<file path="src/rtl/fast_core_pkg.sv">
// fast_core_pkg
// Shared types and constants for the branch resolve queue that sits between
// the branch predictor and fast_core.
//   bq_state_t   : tracker FSM states (RUN, RECOVER)
//   bq_entry_t   : queue entry layout {pc, pred_taken} at the default PC width
//   BQ_CNT_WIDTH : width of the saturating statistics counters
package fast_core_pkg;

    localparam int unsigned BQ_CNT_WIDTH = 16;
    localparam int unsigned BQ_PC_WIDTH  = 32;

    typedef enum logic {
        RUN     = 1'b0,
        RECOVER = 1'b1
    } bq_state_t;

    // Default-width entry layout; the top declares the same layout sized by
    // its own PC_WIDTH parameter.
    typedef struct packed {
        logic [BQ_PC_WIDTH-1:0] pc;
        logic                   pred_taken;
    } bq_entry_t;

endpackage

</file>
<file path="src/rtl/bq_fifo.sv">
// bq_fifo
// Parameterised circular buffer used as the in-order branch queue.
// Ports:
//   clk, rst           : clock, asynchronous active-high reset
//   push, push_data    : write push_data at the tail (ignored when full)
//   pop                : drop the head entry (ignored when empty)
//   flush              : discard everything (head snaps to tail); wins over push/pop
//   head_data          : oldest entry, valid when !empty
//   count, full, empty : occupancy status
module bq_fifo #(
    parameter int unsigned DEPTH = 8,
    parameter int unsigned WIDTH = 33
) (
    input  logic                   clk,
    input  logic                   rst,
    input  logic                   push,
    input  logic [WIDTH-1:0]       push_data,
    input  logic                   pop,
    input  logic                   flush,
    output logic [WIDTH-1:0]       head_data,
    output logic [$clog2(DEPTH):0] count,
    output logic                   full,
    output logic                   empty
);

    localparam int unsigned PW = $clog2(DEPTH);

    logic [WIDTH-1:0] mem [DEPTH];
    logic [PW-1:0]    head_ptr;
    logic [PW-1:0]    tail_ptr;
    logic             do_push;
    logic             do_pop;

    assign full      = (count == (PW+1)'(DEPTH));
    assign empty     = (count == '0);
    assign do_push   = push && !full && !flush;
    assign do_pop    = pop && !empty && !flush;
    assign head_data = mem[head_ptr];

    // Payload storage carries no reset; only the pointers define validity.
    always_ff @(posedge clk) begin
        if (do_push) begin
            mem[tail_ptr] <= push_data;
        end
    end

    // DEPTH is a power of two, so the pointers wrap by natural overflow.
    always_ff @(posedge clk or posedge rst) begin
        if (rst) begin
            head_ptr <= '0;
            tail_ptr <= '0;
            count    <= '0;
        end else if (flush) begin
            head_ptr <= tail_ptr;
            count    <= '0;
        end else begin
            if (do_push) begin
                tail_ptr <= tail_ptr + 1'b1;
            end
            if (do_pop) begin
                head_ptr <= head_ptr + 1'b1;
            end
            case ({do_push, do_pop})
                2'b10:   count <= count + 1'b1;
                2'b01:   count <= count - 1'b1;
                default: count <= count;
            endcase
        end
    end

endmodule

</file>
<file path="src/rtl/branch_resolve_queue.sv">
// branch_resolve_queue
// In-order tracker of predicted branches. Compares each fast_core resolution
// against the oldest entry, drives the predictor update port and, on a
// mispredict, pulses recovery_trigger, flushes the queue and blocks
// allocation for RECOVER_CYCLES cycles.
// Ports:
//   clk, rst                                : clock, asynchronous active-high reset
//   alloc_valid/alloc_pc/alloc_pred_taken   : new predicted branch from the front end
//   alloc_ready                             : allocation accepted when valid && ready
//   branch_resolved/branch_taken            : in-order resolution pulse from fast_core
//   recovery_trigger                        : one-cycle mispredict pulse
//   update_valid/pc/taken/correct           : registered predictor update
//   occupancy                               : live entries
//   mispredict_count/resolved_count         : saturating statistics
//   orphan_err                              : sticky resolution-without-entry flag
module branch_resolve_queue
    import fast_core_pkg::*;
#(
    parameter int unsigned DEPTH          = 8,
    parameter int unsigned PC_WIDTH       = 32,
    parameter int unsigned RECOVER_CYCLES = 2
) (
    input  logic                    clk,
    input  logic                    rst,
    input  logic                    alloc_valid,
    input  logic [PC_WIDTH-1:0]     alloc_pc,
    input  logic                    alloc_pred_taken,
    output logic                    alloc_ready,
    input  logic                    branch_resolved,
    input  logic                    branch_taken,
    output logic                    recovery_trigger,
    output logic                    update_valid,
    output logic [PC_WIDTH-1:0]     update_pc,
    output logic                    update_taken,
    output logic                    update_correct,
    output logic [$clog2(DEPTH):0]  occupancy,
    output logic [BQ_CNT_WIDTH-1:0] mispredict_count,
    output logic [BQ_CNT_WIDTH-1:0] resolved_count,
    output logic                    orphan_err
);

    localparam int unsigned RCW = $clog2(RECOVER_CYCLES + 1);

    typedef struct packed {
        logic [PC_WIDTH-1:0] pc;
        logic                pred_taken;
    } entry_t;

    bq_state_t        state;
    logic [RCW-1:0]   recover_cnt;
    entry_t           push_entry;
    entry_t           head_entry;
    logic             fifo_full;
    logic             fifo_empty;
    logic             resolve_hit;
    logic             orphan_evt;
    logic             mispredict;
    logic             push;

    assign push_entry = '{pc: alloc_pc, pred_taken: alloc_pred_taken};

    // alloc_ready depends only on registered state (plus reset so it reads 0
    // while rst is held). During RECOVER the queue is always empty, so a
    // resolution there has no entry to match and is treated as an orphan.
    assign alloc_ready = !rst && (state == RUN) && !fifo_full;
    assign resolve_hit = branch_resolved && (state == RUN) && !fifo_empty;
    assign orphan_evt  = branch_resolved && !resolve_hit;
    assign mispredict  = resolve_hit && (head_entry.pred_taken != branch_taken);
    // An allocation accepted on the mispredict cycle is younger than the
    // failing branch, so it is dropped together with the flush.
    assign push        = alloc_valid && alloc_ready && !mispredict;

    bq_fifo #(
        .DEPTH (DEPTH),
        .WIDTH ($bits(entry_t))
    ) u_fifo (
        .clk       (clk),
        .rst       (rst),
        .push      (push),
        .push_data (push_entry),
        .pop       (resolve_hit),
        .flush     (mispredict),
        .head_data (head_entry),
        .count     (occupancy),
        .full      (fifo_full),
        .empty     (fifo_empty)
    );

    // Recovery FSM: loading RECOVER_CYCLES and leaving when the counter is
    // at 1 gives exactly RECOVER_CYCLES cycles with allocation blocked.
    always_ff @(posedge clk or posedge rst) begin
        if (rst) begin
            state       <= RUN;
            recover_cnt <= '0;
        end else if (mispredict) begin
            state       <= RECOVER;
            recover_cnt <= RCW'(RECOVER_CYCLES);
        end else if (state == RECOVER) begin
            if (recover_cnt <= RCW'(1)) begin
                state       <= RUN;
                recover_cnt <= '0;
            end else begin
                recover_cnt <= recover_cnt - 1'b1;
            end
        end
    end

    // Update port and mispredict pulse are single-cycle registered strobes;
    // payload fields are zeroed when no resolution happened.
    always_ff @(posedge clk or posedge rst) begin
        if (rst) begin
            update_valid     <= 1'b0;
            update_pc        <= '0;
            update_taken     <= 1'b0;
            update_correct   <= 1'b0;
            recovery_trigger <= 1'b0;
        end else begin
            update_valid     <= resolve_hit;
            update_pc        <= resolve_hit ? head_entry.pc : '0;
            update_taken     <= resolve_hit && branch_taken;
            update_correct   <= resolve_hit && !mispredict;
            recovery_trigger <= mispredict;
        end
    end

    // Saturating statistics and the sticky orphan flag.
    always_ff @(posedge clk or posedge rst) begin
        if (rst) begin
            resolved_count   <= '0;
            mispredict_count <= '0;
            orphan_err       <= 1'b0;
        end else begin
            if (resolve_hit && (resolved_count != '1)) begin
                resolved_count <= resolved_count + 1'b1;
            end
            if (mispredict && (mispredict_count != '1)) begin
                mispredict_count <= mispredict_count + 1'b1;
            end
            if (orphan_evt) begin
                orphan_err <= 1'b1;
            end
        end
    end

endmodule
</file>
<file path="config.mk">
export PLATFORM = sky130hd
export DESIGN_NAME = branch_resolve_queue
export DESIGN_NICKNAME = d
export VERILOG_FILES = /design/src/rtl/fast_core_pkg.sv /design/src/rtl/bq_fifo.sv /design/src/rtl/branch_resolve_queue.sv
export SDC_FILE = /design/constraint.sdc
export NUM_CORES = 1
export LEC_CHECK = 0
export ABC_AREA = 1
export ABC_CLOCK_PERIOD_IN_PS = 4000
export BUFFER_PORTS_ARGS = -buffer_cell sky130_fd_sc_hd__buf_2
export CORE_AREA = 2 2 167 169
export CTS_BUF_LIST = sky130_fd_sc_hd__clkbuf_4 sky130_fd_sc_hd__clkbuf_8 sky130_fd_sc_hd__clkbuf_16
export DETAILED_ROUTE_END_ITERATION = 6
export DIE_AREA = 0 0 169 171
export HOLD_SLACK_MARGIN = 0.08
export PLACE_DENSITY = 0.75
export SETUP_SLACK_MARGIN = 0.15
export SKIP_CTS_REPAIR_TIMING = 1
export SYNTH_ARGS = -nofsm -noshare
export SYNTH_HDL_FRONTEND = slang
export SYNTH_HIERARCHICAL = 1
export SYNTH_SLANG_ARGS = --single-unit
</file>
<file path="constraint.sdc">
create_clock -name clk -period 4 [get_ports clk]
set_input_delay 1 -clock clk [delete_from_list [all_inputs] [get_ports clk]]
set_output_delay 1 -clock clk [all_outputs]
set_load 0.02 [all_outputs]
</file>
# --- Word-level counts from Yosys, hierarchy flattened ---
# Memories as Yosys holds them, arrays and structs flattened.
# Cells that the tools add are included.
# W data, S select, Z words.
op_classes:
  bitwise_logic: 2
  mux: 13
  n_addsub: 7
  eq_ne: 6
  order_cmp: 1
  reduce_logical: 26
ops:
  columns: ["operator", "count"]
  rows:
  - ["$add A16 B1 Y16 const B", 2]
  - ["$mux W32", 1]
  - ["$ne A16 B16 Y1 const B", 2]
  - ["$logic_and A1 B1 Y1", 16]
  - ["$pmux W4 S2", 1]
  - ["$add A3 B1 Y3 const B", 2]
  - ["$mux W2", 3]
  - ["$mux W3", 2]
  - ["$logic_not A1 Y1", 5]
  - ["$mux W1", 5]
  - ["$add A4 B1 Y4 const B", 1]
  - ["$eq A4 B4 Y1 const B", 1]
  - ["$logic_not A4 Y1", 1]
  - ["$mux W4", 1]
  - ["$reduce_bool A2 Y1", 2]
  - ["$sub A4 B1 Y4 const B", 1]
  - ["$reduce_bool A3 Y1", 1]
  - ["$eq A2 B1 Y1 const B", 1]
  - ["$eq A2 B2 Y1 const B", 1]
  - ["$le A2 B1 Y1 const B", 1]
  - ["$not A1 Y1", 2]
  - ["$reduce_and A2 Y1", 1]
  - ["$sub A2 B1 Y2 const B", 1]
  - ["$ne A1 B1 Y1", 1]
word_totals:
  output_inout_bits: 74
  inputBits: 38
  mem_bits_rw: 264
  elab_cells: 69
  register_bits: 82
  n_memories: 1
memory_table:
  columns: ["memory", "depth", "word_bits", "read_ports", "rd_clocked_by_memory_dff", "wr", "line", "rtl"]
  rows:
  - ["u_fifo.mem", 8, 33, 1, 0, 1, "bq_fifo.sv:28", "logic [WIDTH-1:0] mem [DEPTH];"]

# --- Longest topological paths before layout ---
depth:
  ltp_word: 11
  depth_mapped: 27
  mapped_depth_nobuf: 24

# --- Hierarchy ---
# Netlist, hierarchy kept.
modules_own_cells:
  columns: ["mod", "instances", "area_per_inst_um2", "seq_area_each_um2", "cells_each"]
  rows:
  - ["bq_fifo", 1, 10983.0, 8177.8, 766]
  - ["branch_resolve_queue", 1, 3483.3, 1801.7, 441]

# --- Worst setup path after synthesis ---
# Ideal clock, no wire load.
synth_timing:
  kind: "input to register"
  start: "in rst"
  end: "mem u_fifo.mem[0][0], enable pin"
  path_buffers: 0
  required_ns: 3.577
  setup_time_ns: 0.423
  cell_stages: 7
  t_arrival_ns: 3.634
  setup_slack_ns: -0.057
  cell_sequence: "nor3_1 nand2_1 nor2_1 nand2_1 a21oi_4 nand2_1 nor2_1"
synth_via:
  elab_chain_cells: 9
synth_lines:
  columns: ["item", "line", "rtl"]
  rows:
  - ["start: declaration", "branch_resolve_queue.sv:24", "input logic rst,"]
  - ["$logic_not A1 Y1 (no source line)", null, null]
  - ["$logic_and A1 B1 Y1 (2 in a row)", "branch_resolve_queue.sv:65", "assign alloc_ready = !rst && (state == RUN) && !fifo_full;"]
  - ["$logic_and A1 B1 Y1 (2 in a row)", "branch_resolve_queue.sv:71", "assign push = alloc_valid && alloc_ready && !mispredict;"]
  - ["net push", "branch_resolve_queue.sv:58", "logic push;"]
  - ["$logic_and A1 B1 Y1 (2 in a row)", "bq_fifo.sv:36", "assign do_push = push && !full && !flush;"]
  - ["$mux W1", "bq_fifo.sv:42", "if (do_push) begin"]
  - ["$mux W1 (not written as such)", "bq_fifo.sv:43", "mem[tail_ptr] <= push_data;"]
  - ["end: declaration", "bq_fifo.sv:28", null]
# The timed path passes the listed nets, and every way through them passes these cells.

==> implementation parameters <==
Parameter                              Value

Run
  Number of maximum-capacitance violations    0

Floorplanning
  Core region area    roughly 27,000 um2
  Die Span Y    around 170 um
  Initial Utilization    52.9%
  Die outline width    between 150 and 200 um
  Placement row count    61
  I/O pin count    112
  Overall die area    roughly 29,000 um2

Yosys
  Leading post-synthesis cells by cell area    edfxtp_1 (55%), dfrtp_1 (14%), nand2_1 (7.0%)
  Yosys reg bits    approximately 350
  Post-Syn Nets    between 1,000 and 1,500
  Area share of the leading cell type in the synthesized netlist    54.8%
  Number of enable-type register cells in the synthesized netlist    264
  Library cell with the largest summed area after synthesis    edfxtp_1
  Xor/xnor cell area share of the yosys netlist    0.605%
  Total of warnings raised by yosys    6
  Part of the Yosys area used for sequential elements    between 60% and 70%
  Adder-Cell Fraction of Synth Area    less than 1%
  Post-Syn Area    14,500 um2
  Commonest register cell after synthesis    edfxtp_1
  Library cells used by synthesis    39
  Post-synth ARST share    a little under a quarter
  Synth Area in Compound Gates    6.31%
  Count of mapped cells out of synthesis    1,207
  Simple-gate area share of the yosys netlist    around 14%
  Combinational family with the most area after synthesis    simple AND/OR/NAND/NOR gates
  Mean Syn Cell Area    12.0 um2
  Multiplexer area fraction after synthesis    under 10%

Timing
  Final clock skew    approximately 0.0088 ns
  F_max    294 MHz
  Pin slew with the least headroom to its limit    about 1.1 ns
  Final hold viol count    0
  Post-route worst setup slack    around 0.60 ns
  Setup-failing EPs final    0
  Tcrit/Tclk final    between 80% and 90%
  Max-slew headroom at the worst pin    between 20 and 25%
  Max-slew violations    0
  Clock period minus worst slack    around 3.4 ns
  RSZ-0062 raised after global routing    false

Pwr
  Worst ir drop on vdd    ~0.43 mV
  Switch share    about a third
  Part of the power in registers    roughly two fifths
  Combinational share of power    between 30% and 40%
  Cell-internal power    approximately 7.4 mW
  Share of total power in the clock network    about 29%
  P per Cell Area    just under 700 nW/um2
  Switching pwr    about 3.9 mW
  Cell leakage power    roughly 6.6 nW

Global route
  Met2 usage    36.2%
  Global routing met3 resource utilization    3.79%
  Met1 track demand over resource    between 20 and 30%
  Number of global-route vias before repair    between 9,000 and 10,000
  Layer with the highest usage after global routing    met2
  Initial antenna violation count    0
  Residual overflow from global routing    0
  Wire length of the first global-routing pass    between 40,000 and 50,000 um
  Gr usage total    between 20% and 30%
  Maximum number of pins on one net before global-route repair    about 120

Cells and area
  Final standard cell utilization of the core    between 60 and 70%
  Seq. cell area    between 9000 and 10,000 um2
  Fraction of layout cells with a size suffix above 1    17.5%
  Total number of nets in the final design    around 1,400
  Most common library cell in the layout ignoring fill and taps    nand2_1
  Area of the multi-input gates    3830 um2
  Area added between synthesis and finish    14.4%
  Antenna fix cells    0
  Fillers    slightly above 2,000
  Non-filler instance count after layout    around 1,700
  Most used cells in the layout excluding fill and tap cells    nand2_1 (268), edfxtp_1 (264), nor2_1 (133), buf_2 (111), inv_1 (83)

Run status
  Result of the run    complete, no violations

Clocking
  Clock buffer depth    3
  Register clock-pin slew on the reported worst setup and hold paths    about 0.060 ns
  Inserted Clock Buffers    36
  CTS sink count    346
  Insertion delay of the later-clocked pin in the worst-skew pair    roughly 0.51 ns
  Root Driver    clkbuf_16
  TritonCTS clock tree    done
  Level count of the clock H-tree    2

Placed design
  Number of input and output port buffers inserted    around 110
  Detail Placement HPWL    18,600 um
  Placer congestion estimate    approximately 0.83
  Worst setup slack after placement    ~0.54 ns
  Number of placed instances with taps included    1,632

Detailed routing
  Drt via density    about 5.5
  Total wire length    between 30,000 and 40,000 um
  Antenna-violating nets left    0
  DRC violation count after routing    0
  1st-iter DRT viols    1,054
  Length of the first detailed-routing pass in iterations    5
  Wire per inst    17.7 um
  Number of vias in the routed layout    just over 9,000

Hold path
  Type of the most critical hold path    reg -> reg

Worst setup path
  Start-to-end type of the worst setup path    reg -> reg
  Critical path required time    approximately 4.2 ns
  Critical-path maximum fanout    20
  Capturing element type of the critical path    flip-flop
  Data arrival time of the critical path    around 3.6 ns
  Worst setup SP type    flip-flop
## logic make-up (layout without fill, tap and decap cells)
| family | after synthesis | in the layout |
|---|---|---|
| mux | 66 | 66 |
| xor+xnor | 10 | 10 |
| fa+ha+maj | 7 | 7 |
| buf+inv | 140 | 284 |
| compound gates | 157 | 157 |
| simple gates | 481 | 481 |
| flops | 346 | 346 |
## layer usage
layer | part of all wire (%) | wire length, um
met1 | 43 | 13000
met2 | 49 | 14800
met3 | 6.1 | 1820
met4 | 1.8 | 548
met5 | 0 | 0
## critical path, cell delays in order (launching register included)
cell,delay [ns]
dfrtp_4,0.59
inv_2,0.11
nor2_1,0.05
o22ai_1,0.15
nand2_1,0.07
nand2_1,0.12
inv_1,0.04
nand2_1,0.05
nand2_1,0.11
nand2_4,0.14
inv_2,0.07
nor2_1,0.16
nand2_1,0.13
a21oi_4,0.24
nand2_1,0.30
nor2_4,0.52
buf_12,0.24
## cell type report
| cell class | count | share of cell area [%] |
|---|---|---|
| multi-input combinational | 721 | 23.1 |
| sequential | 346 | 60.4 |
| clock inverter | 15 | 0.779 |
| inverter | 89 | 2.03 |
| tap | 346 | 2.62 |
| timing repair buffer | 130 | 4.67 |
| clock buffer | 50 | 6.41 |
## metrics by stage
stage / power [mW] / hold WS, ns / instance area (um2) / TNS [ns]
after floorplan: 7.23 / 0.447 / 14500 / -12.86
after global placement: 7.96 / 0.441 / 15400 / 0
after detailed placement: 8.05 / 0.444 / 15400 / 0
after CTS: 11.4 / 0.457 / 16500 / 0
after global routing: 11.9 / 0.488 / 16500 / 0
final: 11.3 / 0.457 / 16500 / 0
## sequential cells by signal, indices dropped and copies added, names as in the netlist, 2 cells and up
name	cells
u_fifo/mem	264
update_pc	32
mispredict_count	16
resolved_count	16
u_fifo/count	4
u_fifo/head_ptr	3
u_fifo/tail_ptr	3
recover_cnt	2
## cells in the mapped netlist, drive strengths merged (2+ instances only)
master,number
o21ai,83
mux2i,66
edfxtp,264
ha,6
nand4,15
o221ai,2
nand2,279
nand3b,3
o22ai,66
nor2,153
dfrtp,82
xor2,5
nand3,29
clkbuf,12
nor3,2
a21oi,2
xnor2,5
buf,39
inv,89
## path summary, 6_finish.rpt
path | slack, ns | cells past startpoint | endpoint | from
max | 0.60 | 16 | u_fifo/mem[6][17] | u_fifo/head_ptr[0]
min | 0.46 | 1 | orphan_err | orphan_err
max reg2reg | 0.60 | 16 | u_fifo/mem[6][17] | u_fifo/head_ptr[0]
min reg2reg | 0.46 | 1 | orphan_err | orphan_err
max in group asynchronous | 2.57 | 3 | update_pc[20] | rst
min in group asynchronous | 0.54 | 2 | u_fifo/count[1] | rst
## power by group through the flow
stage          Sequential (mW)  Clock, mW  Combinational (mW)
3_3_place_gp              4.65          0                3.31
2_1_floorplan             4.83          0                2.40
6_report                  4.60       3.28                3.39
5_1_grt                   4.64       3.49                3.77
3_5_place_dp              4.66          0                3.39
4_1_cts                   4.60       3.35                3.41
No activity file was read; power rests on OpenSTA's default activity.
